===== src/rtl/uart_arb_pkg.sv =====
// Shared state type, default timeout and round-robin helper for the UART transmit arbiter.
package uart_arb_pkg;

  typedef enum logic [1:0] {IDLE, SEND, WAIT} arb_state_t;

  localparam int IDLE_TIMEOUT_DEF = 1024;

  function automatic int unsigned next_rr(input int unsigned ptr, input int unsigned n);
    return (ptr >= n - 32'd1) ? 32'd0 : ptr + 32'd1;
  endfunction

endpackage


===== src/rtl/uart_tx_arbiter_rr_picker.sv =====
// Combinational round-robin search: first set request after ptr_i, wrapping modulo N.
module rr_picker
  import uart_arb_pkg::*;
#(
  parameter int N = 3,
  localparam int W = $clog2(N)
) (
  input  logic [N-1:0] req_i,
  input  logic [W-1:0] ptr_i,
  output logic         found_o,
  output logic [W-1:0] idx_o
);

  always_comb begin
    int unsigned p;
    logic [W-1:0] c;
    found_o = 1'b0;
    idx_o   = '0;
    p       = 32'(ptr_i);
    c       = '0;
    for (int k = 0; k < N; k++) begin
      p = next_rr(p, unsigned'(N));
      c = W'(p);
      if (!found_o && req_i[c]) begin
        found_o = 1'b1;
        idx_o   = c;
      end
    end
  end

endmodule


===== src/rtl/uart_tx_arbiter.sv =====
// Packet-granular arbiter sharing one UART_Tx among NUM_REQ byte-stream requesters.
// UART_ARB_PRIO0_EN: requester 0 wins every arbitration it is valid in; others stay round-robin.
//   state | meaning
//   IDLE  | no owner; arbitrate among valid requesters
//   SEND  | owner holds grant; waiting for its next byte (watchdog running)
//   WAIT  | byte handed to UART_Tx; waiting for tx_done
module uart_tx_arbiter
  import uart_arb_pkg::*;
#(
  parameter int NUM_REQ      = 3,
  parameter int IDLE_TIMEOUT = IDLE_TIMEOUT_DEF,
  localparam int ID_W        = $clog2(NUM_REQ)
) (
  input  logic                    clk,
  input  logic                    reset,
  input  logic [NUM_REQ-1:0]      req_valid_i,
  input  logic [NUM_REQ-1:0][7:0] req_data_i,
  input  logic [NUM_REQ-1:0]      req_last_i,
  output logic [NUM_REQ-1:0]      req_ready_o,
  output logic                    tx_start_o,
  output logic [7:0]              tx_data_o,
  input  logic                    tx_busy_i,
  input  logic                    tx_done_i,
  output logic                    grant_valid_o,
  output logic [ID_W-1:0]         grant_id_o,
  output logic                    pkt_done_o,
  output logic                    pkt_abort_o
);

  localparam int CNT_W = $clog2(IDLE_TIMEOUT);
  localparam logic [CNT_W-1:0] CNT_LAST = CNT_W'(IDLE_TIMEOUT - 1);

  arb_state_t       state_q, state_d;
  logic             grant_valid_q, grant_valid_d;
  logic [ID_W-1:0]  grant_id_q, grant_id_d;
  logic [ID_W-1:0]  rr_ptr_q, rr_ptr_d;
  logic [CNT_W-1:0] idle_cnt_q, idle_cnt_d;
  logic             last_q, last_d;
  logic             tx_start_q, tx_start_d;
  logic [7:0]       tx_data_q, tx_data_d;
  logic             pkt_done_q, pkt_done_d;
  logic             pkt_abort_q, pkt_abort_d;

  logic [NUM_REQ-1:0] pick_req;
  logic               pick_found, arb_found;
  logic [ID_W-1:0]    pick_idx, arb_idx, rel_ptr;

`ifdef UART_ARB_PRIO0_EN
  // Requester 0 bypasses the rotation and never moves the pointer.
  always_comb begin
    pick_req    = req_valid_i;
    pick_req[0] = 1'b0;
    arb_found   = pick_found;
    arb_idx     = pick_idx;
    if (req_valid_i[0]) begin
      arb_found = 1'b1;
      arb_idx   = '0;
    end
    rel_ptr = (grant_id_q != '0) ? grant_id_q : rr_ptr_q;
  end
`else
  always_comb begin
    pick_req  = req_valid_i;
    arb_found = pick_found;
    arb_idx   = pick_idx;
    rel_ptr   = grant_id_q;
  end
`endif

  rr_picker #(.N(NUM_REQ)) u_picker (
    .req_i   (pick_req),
    .ptr_i   (rr_ptr_q),
    .found_o (pick_found),
    .idx_o   (pick_idx)
  );

  always_comb begin
    req_ready_o = '0;
    if (state_q == SEND && grant_valid_q && !tx_busy_i) req_ready_o[grant_id_q] = 1'b1;
  end

  always_comb begin
    state_d       = state_q;
    grant_valid_d = grant_valid_q;
    grant_id_d    = grant_id_q;
    rr_ptr_d      = rr_ptr_q;
    idle_cnt_d    = idle_cnt_q;
    last_d        = last_q;
    tx_data_d     = tx_data_q;
    tx_start_d    = 1'b0;
    pkt_done_d    = 1'b0;
    pkt_abort_d   = 1'b0;
    unique case (state_q)
      IDLE: begin
        if (arb_found) begin
          grant_id_d    = arb_idx;
          grant_valid_d = 1'b1;
          idle_cnt_d    = '0;
          state_d       = SEND;
        end
      end
      SEND: begin
        if (req_valid_i[grant_id_q] && req_ready_o[grant_id_q]) begin
          tx_data_d  = req_data_i[grant_id_q];
          tx_start_d = 1'b1;
          last_d     = req_last_i[grant_id_q];
          idle_cnt_d = '0;
          state_d    = WAIT;
        end else if (!tx_busy_i) begin
          // Owner silent while the UART is free: watchdog runs.
          if (idle_cnt_q == CNT_LAST) begin
            pkt_abort_d   = 1'b1;
            grant_valid_d = 1'b0;
            rr_ptr_d      = rel_ptr;
            state_d       = IDLE;
          end else begin
            idle_cnt_d = idle_cnt_q + 1'b1;
          end
        end
      end
      WAIT: begin
        if (tx_done_i) begin
          if (last_q) begin
            pkt_done_d    = 1'b1;
            grant_valid_d = 1'b0;
            rr_ptr_d      = rel_ptr;
            state_d       = IDLE;
          end else begin
            state_d = SEND;
          end
        end
      end
      default: state_d = IDLE;
    endcase
  end

  always_ff @(posedge clk or posedge reset) begin
    if (reset) begin
      state_q       <= IDLE;
      grant_valid_q <= 1'b0;
      grant_id_q    <= '0;
      rr_ptr_q      <= ID_W'(NUM_REQ - 1);
      idle_cnt_q    <= '0;
      last_q        <= 1'b0;
      tx_start_q    <= 1'b0;
      tx_data_q     <= '0;
      pkt_done_q    <= 1'b0;
      pkt_abort_q   <= 1'b0;
    end else begin
      state_q       <= state_d;
      grant_valid_q <= grant_valid_d;
      grant_id_q    <= grant_id_d;
      rr_ptr_q      <= rr_ptr_d;
      idle_cnt_q    <= idle_cnt_d;
      last_q        <= last_d;
      tx_start_q    <= tx_start_d;
      tx_data_q     <= tx_data_d;
      pkt_done_q    <= pkt_done_d;
      pkt_abort_q   <= pkt_abort_d;
    end
  end

  assign tx_start_o    = tx_start_q;
  assign tx_data_o     = tx_data_q;
  assign grant_valid_o = grant_valid_q;
  assign grant_id_o    = grant_id_q;
  assign pkt_done_o    = pkt_done_q;
  assign pkt_abort_o   = pkt_abort_q;

endmodule


===== config.mk =====
export PLATFORM = sky130hd
export DESIGN_NAME = uart_tx_arbiter
export DESIGN_NICKNAME = d
export VERILOG_FILES = /design/src/rtl/uart_arb_pkg.sv /design/src/rtl/uart_tx_arbiter_rr_picker.sv /design/src/rtl/uart_tx_arbiter.sv
export SDC_FILE = /design/constraint.sdc
export NUM_CORES = 1
export LEC_CHECK = 0
export CAP_MARGIN = 30
export CELL_PAD_IN_SITES_DETAIL_PLACEMENT = 2
export CELL_PAD_IN_SITES_GLOBAL_PLACEMENT = 2
export CORE_ASPECT_RATIO = 0.7
export CORE_UTILIZATION = 28
export DETAILED_ROUTE_END_ITERATION = 10
export PLACE_DENSITY_LB_ADDON = 0.1
export SYNTH_ARGS = -nofsm -noshare
export SYNTH_HDL_FRONTEND = slang
export SYNTH_SLANG_ARGS = --single-unit

===== constraint.sdc =====
create_clock -name clk -period 2.55 [get_ports clk]
set_input_delay 0.255 -clock clk [delete_from_list [all_inputs] [get_ports clk]]
set_output_delay 0.255 -clock clk [all_outputs]
set_load 0.02 [all_outputs]

==> flow_summary.toml, run 1 <==
[status]
status = "complete, no violations"

[placement]
post-place-ws_ns = 0.278
place_hpwl_mm = 4.40
port_buffers = 50
place.detailed.instances = 312
gpl_congestion = 0.744

[worst_hold_path]
hold_path.class = "input pin to async pin"

[setup_path]
arrival_ns = 2.12
cp_slowest_stage_delay_ns = 0.63
worst_setup_path_start_kind = "flip-flop"
rr_startpoint = "idle_cnt_q[0]"
end_kind = "primary output"
required_ns = 2.30
critical-path-slowest-cell = "clkdlybuf4s50_1"
worstReg2RegEnd = "rr_ptr_q[0]"
timing.critical_path.cells = "inv_1 > ha_2 > nand3b_1 > nor3_1 > clkdlybuf4s50_1"
reg_to_reg_slack_setup_ns = 0.41
critical_path.max_fanout = 10
worst-setup-path-type = "flip-flop to primary output"
reg2reg_depth = 6

[cells_and_area]
number_of_fill_cells = 638
area_growth_syn_to_layout_pct = 38.9
design.final.nets = 283
fin_util = 0.416
fraction_of_layout_instances_using_a_drive_strength_above_1 = 0.0980
finish.cell_count_without_fillers = 320
diodes = 0
multiInputGateArea_um2 = 960
ff_latch_area_um2 = 727

[floorplanning]
rows = 23
dieHeight_um = 68.5
core-area_um2 = 5900
floorplan.io_pins = 51
initial_core_util = 0.300
die_span_x_um = 97.0
die-area_um2 = 6640

[clocking]
insertion_delay_ns = 0.28
post_cts_hold_buffer_count = 0
cts.htree.levels = 2
clock_sink_total = 29
clock-root-buffer = "clkbuf_8"
cts.reportedPaths.clkPinSlew_ns = 0.07
cts-resized-gates = 1
post_cts.repair.setup_buffers = 0
cts_buffers = 5
cts_tree = "yes"
cts_buffer_depth = 2

[grt]
first_pass_grt_wire_length_mm = 9.42
grt_max_degree = 30
number_of_global_route_vias_before_repair = 1785
grtUsageTotal = 0.186
antenna_violations_before_repair = 0
total_global_routing_overflow = 0

[synthesis]
syn_nets = 230
synth.yosys.seq_area_share = 0.411
synth.cell_area_um2 = 1770
synth_top_area_share = 0.396
synth_enable_flop_cells = 0
synth_top_cells_by_area = "dfrtp_1 (40%), mux2i_1 (7.4%), a21oi_1 (6.8%)"
netlist_instances = 191
async_reset_ff_frac = 1.00
netlist-cell-type-count = 48
avgSynthCellArea_um2 = 9.26
synth_largest_area_cell = "dfrtp_1"
synth-seq-cells = 29
synthMostInstantiatedCell = "dfrtp_1"
ys_top_cells_by_count = "dfrtp_1 (28), a21oi_1 (24), nor2_1 (23), mux2i_1 (13), o21ai_0 (10)"
postSynth.topFlopCell = "dfrtp_1"
synth_warnings = 0

[routing]
avgViaCountPerCell = 5.33
drt-initial-drc-count = 90
route.antenna.remaining_nets = 0
dr_total_vias = 1704
wirelength_mm = 5.88
detailed_routing_iterations_pass_1 = 4
drc = 0
routed_length_per_instance_um = 18.4

[timing]
finalClockSkew_ns = 0.00795
fin_tns_setup_ns = 0
tightestPinTransition_ns = 0.621
timing.final.ws_setup_ns = 0.180
period_minus_slack_ns = 2.37
timing.final.crit_share = 0.930
fin_max_slew_vios = 0
worst_slew_margin_rel = 0.585
report.final.setup_viol = 0
hold_violations = 0
clock.fmax_mhz = 422
rsz0062_at_grt = "false"

[pwr]
p_leak_uw = 0.00107
report.power.total_uw = 2690
power_density_nw_per_um2 = 1090
max-vdd-ir-drop_mv = 0.332

[job]
max-cap-violations = 0
-- cell type report --
type | count | share of cell area
multi-input cells | 144 | 0.391
repair buffers | 57 | 0.227
well taps | 75 | 0.0382
clock buffers | 8 | 0.0367
flip-flops and latches | 29 | 0.296
inverters | 7 | 0.0107
-- stage by stage --
step / hold WS (ns) / instance area [um^2]
floorplan: 0.328 / 1770
global placement: 0.503 / 2360
detailed placement: 0.519 / 2360
CTS: 0.378 / 2450
global route: 0.406 / 2450
finish: 0.362 / 2450
-- layout by cell type (no fill, tap or decap), drive strengths merged, types with 3 or more instances in the layout --
cell type      netlist  final
inv                  7      7
nand4                4      4
nor3                 3      3
clkdlybuf4s50        0     48
mux2                 4      4
a21oi               27     27
dfrtp               28     28
buf                  6      7
o21ai               11     11
nor2b                3      3
nor2                23     23
clkbuf               5      8
a21o                 4      4
ha                   5      5
nand3                8      8
nand2                8      8
and4                 3      3
mux2i               13     13
-- registers in the layout, indices dropped and copies added, names as in the netlist --
signal,count
last_q,1
grant_valid_o,1
state_q,2
grant_id_o,2
rr_ptr_q,2
idle_cnt_q,10
pkt_abort_o,1
tx_start_o,1
pkt_done_o,1
tx_data_o,8
-- worst max-delay path: cells and delay by family (launching register included) --
| kind | cells | cell delay, ns |
|---|---|---|
| buf+inv | 2 | 0.74 |
| simple gates | 2 | 0.39 |
| flops | 1 | 0.40 |
| fa+ha+maj | 1 | 0.30 |
-- worst max-delay path by stage --
| stage | start | end | slack [ns] | cells past startpoint |
|---|---|---|---|---|
| after floorplan | grant_id_o[0] | rr_ptr_q[0] | 0.57 | 6 |
| after global placement | req_valid_i[1] | rr_ptr_q[0] | 0.33 | 6 |
| after detailed placement | state_q[1] | req_ready_o[2] | 0.28 | 5 |
| after CTS | state_q[1] | req_ready_o[2] | 0.07 | 5 |
| after global routing | state_q[1] | req_ready_o[0] | 0.009 | 5 |
| final | state_q[1] | req_ready_o[0] | 0.18 | 5 |
-- where the power goes --
group / total, uW / internal (uW) / switching, uW
clock network: 405 / 220 / 185
logic: 1520 / 662 / 854
registers: 767 / 616 / 150
total: 2690 / 1500 / 1190
-- logic make-up after synthesis --
logic type,Yosys count,synth area share
fa+ha+maj,5,0.0354
simple gates,65,0.189
mux,17,0.103
compound gates,57,0.214
buf+inv,18,0.0474
flops,29,0.411
-- per-layer routing --
layer / vias to the layer above / track usage / part of all wire
met1: 857 / 0.255 / 0.49
met5: - / 0 / 0
li1: 806 / - / -
met4: 0 / 0.0504 / 0.0078
met3: 5 / 0.0419 / 0.040
met2: 36 / 0.298 / 0.46
No activity file was read; power rests on OpenSTA's default activity.
==> inputs of run 2 (changes only) <==
--- a/config.mk
+++ b/config.mk
@@ -8,7 +8,6 @@
 export CAP_MARGIN = 30
 export CELL_PAD_IN_SITES_DETAIL_PLACEMENT = 2
 export CELL_PAD_IN_SITES_GLOBAL_PLACEMENT = 2
-export CORE_ASPECT_RATIO = 0.7
 export CORE_UTILIZATION = 28
 export DETAILED_ROUTE_END_ITERATION = 10
 export PLACE_DENSITY_LB_ADDON = 0.1
==> flow_summary.toml, run 2 (synthesis results as in run 1) <==
[timing]
worst_slew_margin_rel = 0.581
report.final.setup_viol = 0
fin_max_slew_vios = 0
finalClockSkew_ns = 0.00633
fin_tns_setup_ns = 0
tightestPinTransition_ns = 0.627
clock.fmax_mhz = 422
period_minus_slack_ns = 2.37
hold_violations = 0
timing.final.crit_share = 0.928
rsz0062_at_grt = "false"

[routing]
routed_length_per_instance_um = 17.2
detailed_routing_iterations_pass_1 = 4
dr_total_vias = 1685
avgViaCountPerCell = 5.27
drt-initial-drc-count = 31
drc = 0
wirelength_mm = 5.50
route.antenna.remaining_nets = 0

[setup_path]
required_ns = 2.30
critPathCapture = "req_ready_o[2]"
reg_to_reg_slack_setup_ns = 0.38
critical_path.max_fanout = 5
rr_startpoint = "idle_cnt_q[0]"
worst-setup-path-type = "flip-flop to primary output"
arrival_ns = 2.11
worstReg2RegEnd = "rr_ptr_q[0]"
crit_path_start = "state_q[1]"
end_kind = "primary output"
reg2reg_depth = 6
worst_setup_path_start_kind = "flip-flop"

[pwr]
p_leak_uw = 0.00103
p_int_uw = 1500
pwr-share-seq = 0.287
share_clk_of_total_power = 0.149
max-vdd-ir-drop_mv = 0.410
power_density_nw_per_um2 = 1090
power.share.combinational = 0.563
report.power.total_uw = 2660
power_switching_uw = 1160
netSwitchingFraction = 0.436

[clocking]
cts_tree = "yes"
clock-root-buffer = "clkbuf_8"
cts.reportedPaths.clkPinSlew_ns = 0.06
cts.htree.levels = 2
clock_sink_total = 29
post_cts_hold_buffer_count = 0
cts_buffers = 5
post_cts.repair.setup_buffers = 0
cts_buffer_depth = 2
cts-resized-gates = 0
insertion_delay_ns = 0.28

[cells_and_area]
ff_latch_area_um2 = 727
fraction_of_layout_instances_using_a_drive_strength_above_1 = 0.0939
mostFrequentLayoutCells = "clkdlybuf4s50_1 (50), dfrtp_1 (28), a21oi_1 (24)"
diodes = 0
number_of_fill_cells = 660
multiInputGateArea_um2 = 957
area_growth_syn_to_layout_pct = 38.4
commonest_non_fill_non_tap_cell_in_the_layout = "clkdlybuf4s50_1"
largest_register_ffs = 10
design.final.nets = 283
largest_register = "idle_cnt_q"

[floorplanning]
die-area_um2 = 6640
rows = 28
die_span_x_um = 81.5
floorplan.io_pins = 51
initial_core_util = 0.295
core-area_um2 = 5990
dieHeight_um = 81.5

[grt]
grtUsageTotal = 0.184
first_pass_grt_wire_length_mm = 9.16
number_of_global_route_vias_before_repair = 1839
total_global_routing_overflow = 0
grt_max_degree = 30
antenna_violations_before_repair = 0

[placement]
gpl_congestion = 0.816
place_hpwl_mm = 4.20
port_buffers = 50

[job]
max-cap-violations = 0

[status]
status = "complete, no violations"

[worst_hold_path]
hold_path.class = "input pin to async pin"
==> run 2: critical path, stage by stage (launching register included) <==
cell and delay [ns]:
dfrtp_1 0.40, inv_1 0.11, ha_1 0.20, nand3b_1 0.21, nor3b_1 0.27, clkdlybuf4s50_1 0.64
==> run 2: final cells by class <==
type                    instances  area share
clock buffers                   8      0.0368
multi-input cells             144       0.391
well taps                      75      0.0383
repair buffers                 57       0.226
flip-flops and latches         29       0.297
inverters                       7      0.0107
==> run 2: per-stage QoR <==
stage          cell area [um^2]  std cells  hold slack [ns]   util  setup WS [ns]
2_1_floorplan              1770        191            0.328      -          0.570
3_3_place_gp               2360        312            0.512  0.393          0.384
3_5_place_dp               2360        312            0.531  0.393          0.283
4_1_cts                    2450        320            0.357  0.409          0.137
5_1_grt                    2450        320            0.391  0.409         0.0545
6_report                   2450        320            0.338  0.409          0.182
==> run 2: worst min path at each step <==
stage / depth (start not counted) / startpoint / slack [ns] / endpoint
6_report: 3 / reset / 0.34 / tx_data_o[2]
3_3_place_gp: 2 / tx_data_o[6] / 0.51 / tx_data_o[6]
3_5_place_dp: 2 / tx_data_o[7] / 0.53 / tx_data_o[7]
5_1_grt: 3 / reset / 0.39 / tx_data_o[1]
2_1_floorplan: 1 / reset / 0.33 / grant_id_o[0]
4_1_cts: 3 / reset / 0.36 / tx_data_o[2]
==> run 2: power groups by stage <==
stage	sequential, uW	combinational [uW]	clock [uW]
global route	793	1670	424
detailed placement	774	1520	0
floorplan	821	915	0
CTS	769	1520	409
global placement	764	1460	0
finish	765	1500	397
==> run 2: layer usage <==
| layer | GRT usage | vias up | share of wire |
|---|---|---|---|
| li1 | - | 799 | - |
| met1 | 0.234 | 852 | 0.44 |
| met2 | 0.309 | 27 | 0.51 |
| met3 | 0.0311 | 7 | 0.030 |
| met4 | 0.0714 | 0 | 0.015 |
| met5 | 0 | - | 0 |
==> inputs of run 3 (changes only) <==
--- a/config.mk
+++ b/config.mk
@@ -8,8 +8,9 @@
 export CAP_MARGIN = 30
 export CELL_PAD_IN_SITES_DETAIL_PLACEMENT = 2
 export CELL_PAD_IN_SITES_GLOBAL_PLACEMENT = 2
-export CORE_UTILIZATION = 28
+export CORE_UTILIZATION = 37
 export DETAILED_ROUTE_END_ITERATION = 10
+export DONT_BUFFER_PORTS = 1
 export PLACE_DENSITY_LB_ADDON = 0.1
 export SYNTH_ARGS = -nofsm -noshare
 export SYNTH_HDL_FRONTEND = slang
==> flow_summary.toml, run 3 (synthesis results as in run 1) <==
[grt]
grt_max_degree = 30
number_of_global_route_vias_before_repair = 1664
antenna_violations_before_repair = 0
total_global_routing_overflow = 0
grtUsageTotal = 0.210
first_pass_grt_wire_length_mm = 8.16

[routing]
wirelength_mm = 4.86
drt-initial-drc-count = 62
dr_total_vias = 1497
detailed_routing_iterations_pass_1 = 7
route.antenna.remaining_nets = 0
avgViaCountPerCell = 6.01
routed_length_per_instance_um = 19.5
drc = 9

[setup_path]
rr_startpoint = "state_q[1]"
worstReg2RegEnd = "rr_ptr_q[0]"
worst_setup_path_start_kind = "flip-flop"
required_ns = 2.72
critical_path.max_fanout = 10
end_kind = "flip-flop"
critical-path-slowest-cell = "dfrtp_1"
reg2reg_depth = 7
reg_to_reg_slack_setup_ns = 0.24
timing.critical_path.cells = "inv_1 > ha_1 > nand3b_1 > a21oi_2 > a21oi_4 > o21a_2 > mux2_1"
worst-setup-path-type = "flip-flop to flip-flop"
cp_slowest_stage_delay_ns = 0.40
arrival_ns = 2.47

[timing]
worst_slew_margin_rel = 0.608
fin_tns_setup_ns = 0
rsz0062_at_grt = "false"
finalClockSkew_ns = 0.00447
report.final.setup_viol = 0
timing.final.crit_share = 0.904
hold_violations = 0
period_minus_slack_ns = 2.31
tightestPinTransition_ns = 0.586
clock.fmax_mhz = 434
fin_max_slew_vios = 0

[floorplanning]
die_span_x_um = 71.1
core-area_um2 = 4470
dieHeight_um = 71.1
die-area_um2 = 5060
floorplan.io_pins = 51
rows = 24
initial_core_util = 0.395

[cells_and_area]
commonest_non_fill_non_tap_cell_in_the_layout = "dfrtp_1"
largest_register_ffs = 10
fin_util = 0.432
design.final.nets = 235
area_growth_syn_to_layout_pct = 9.27
diodes = 0
fraction_of_layout_instances_using_a_drive_strength_above_1 = 0.132
mostFrequentLayoutCells = "dfrtp_1 (28), a21oi_1 (24), nor2_1 (23)"
largest_register = "idle_cnt_q"

[worst_hold_path]
worstHoldEndpoint = "pkt_abort_o"
min_path_cells = 1
hold_path.class = "input pin to flip-flop"
min-delay-start = "tx_busy_i"

[clocking]
cts_tree = "yes"
cts-resized-gates = 0
clock_sink_total = 29
cts_buffer_depth = 2
cts_buffers = 5
cts.htree.levels = 2
cts.reportedPaths.clkPinSlew_ns = 0.07
insertion_delay_ns = 0.28
clock-root-buffer = "clkbuf_8"

[pwr]
power_density_nw_per_um2 = 1220
max-vdd-ir-drop_mv = 0.388
p_leak_uw = 0.000846

[placement]
port_buffers = 0
gpl_congestion = 0.780
place_hpwl_mm = 3.62

[status]
violations = "DRC"
status = "finished, violations left"

[job]
max-cap-violations = 0
==> run 3: cell type report <==
cell class | instances | area, um^2
Clock inverter | 3 | 17.5
Sequential cell | 29 | 727
Fill cell | 499 | 2540
Multi-Input combinational cell | 144 | 957
Clock buffer | 5 | 68.8
Inverter | 7 | 26.3
Timing Repair Buffer | 9 | 70.1
Tap cell | 52 | 65.1
==> run 3: worst max-delay path by stage <==
stage	endpoint	slack (ns)	from
floorplan	rr_ptr_q[0]	0.57	grant_id_o[0]
global placement	rr_ptr_q[0]	0.44	state_q[1]
detailed placement	rr_ptr_q[0]	0.30	state_q[1]
CTS	idle_cnt_q[6]	0.24	state_q[1]
global route	idle_cnt_q[6]	0.06	state_q[1]
finish	rr_ptr_q[0]	0.24	state_q[1]
==> run 3: worst max-delay path, delay by kind of cell (launching register included) <==
kind                       cells  cell delay (ns)
buffers and inverters          1             0.11
adders and majority gates      1             0.38
AOI/OAI and AO/OA              3             0.71
muxes                          1             0.31
DFF                            1             0.40
and+or+nand+nor                1             0.28
==> run 3: routing by layer <==
layer / part of all wire / track usage / wire [um]
met5: 0 / 0 / 0
met2: 0.50 / 0.363 / 2430
met4: 0.017 / 0.0711 / 85
met3: 0.044 / 0.0499 / 215
met1: 0.44 / 0.258 / 2130
==> run 3: through the flow <==
step                std cells  total power, uW  instance area [um^2]  hold slack, ns  setup WS (ns)
global placement          240             1940                  1840           0.245          0.439
global route              249             2560                  1930          0.0337         0.0608
detailed placement        240             2010                  1840           0.251          0.301
finish                    249             2360                  1930          0.0435          0.244
CTS                       249             2400                  1930          0.0372          0.243
floorplan                 191             1740                  1770           0.328          0.570
==> run 3: report_power, final <==
part	internal (uW)	switching (uW)	leakage [uW]
Clock	188	185	0.0000439
Sequential	616	234	0.000368
Combinational	449	686	0.000435
Total	1250	1110	0.000846
==> run 3: what timing repair did <==
action	in CTS	in global routing
hold buffers	1	0
hold endpoints to repair	28	0
setup buffers	0	0
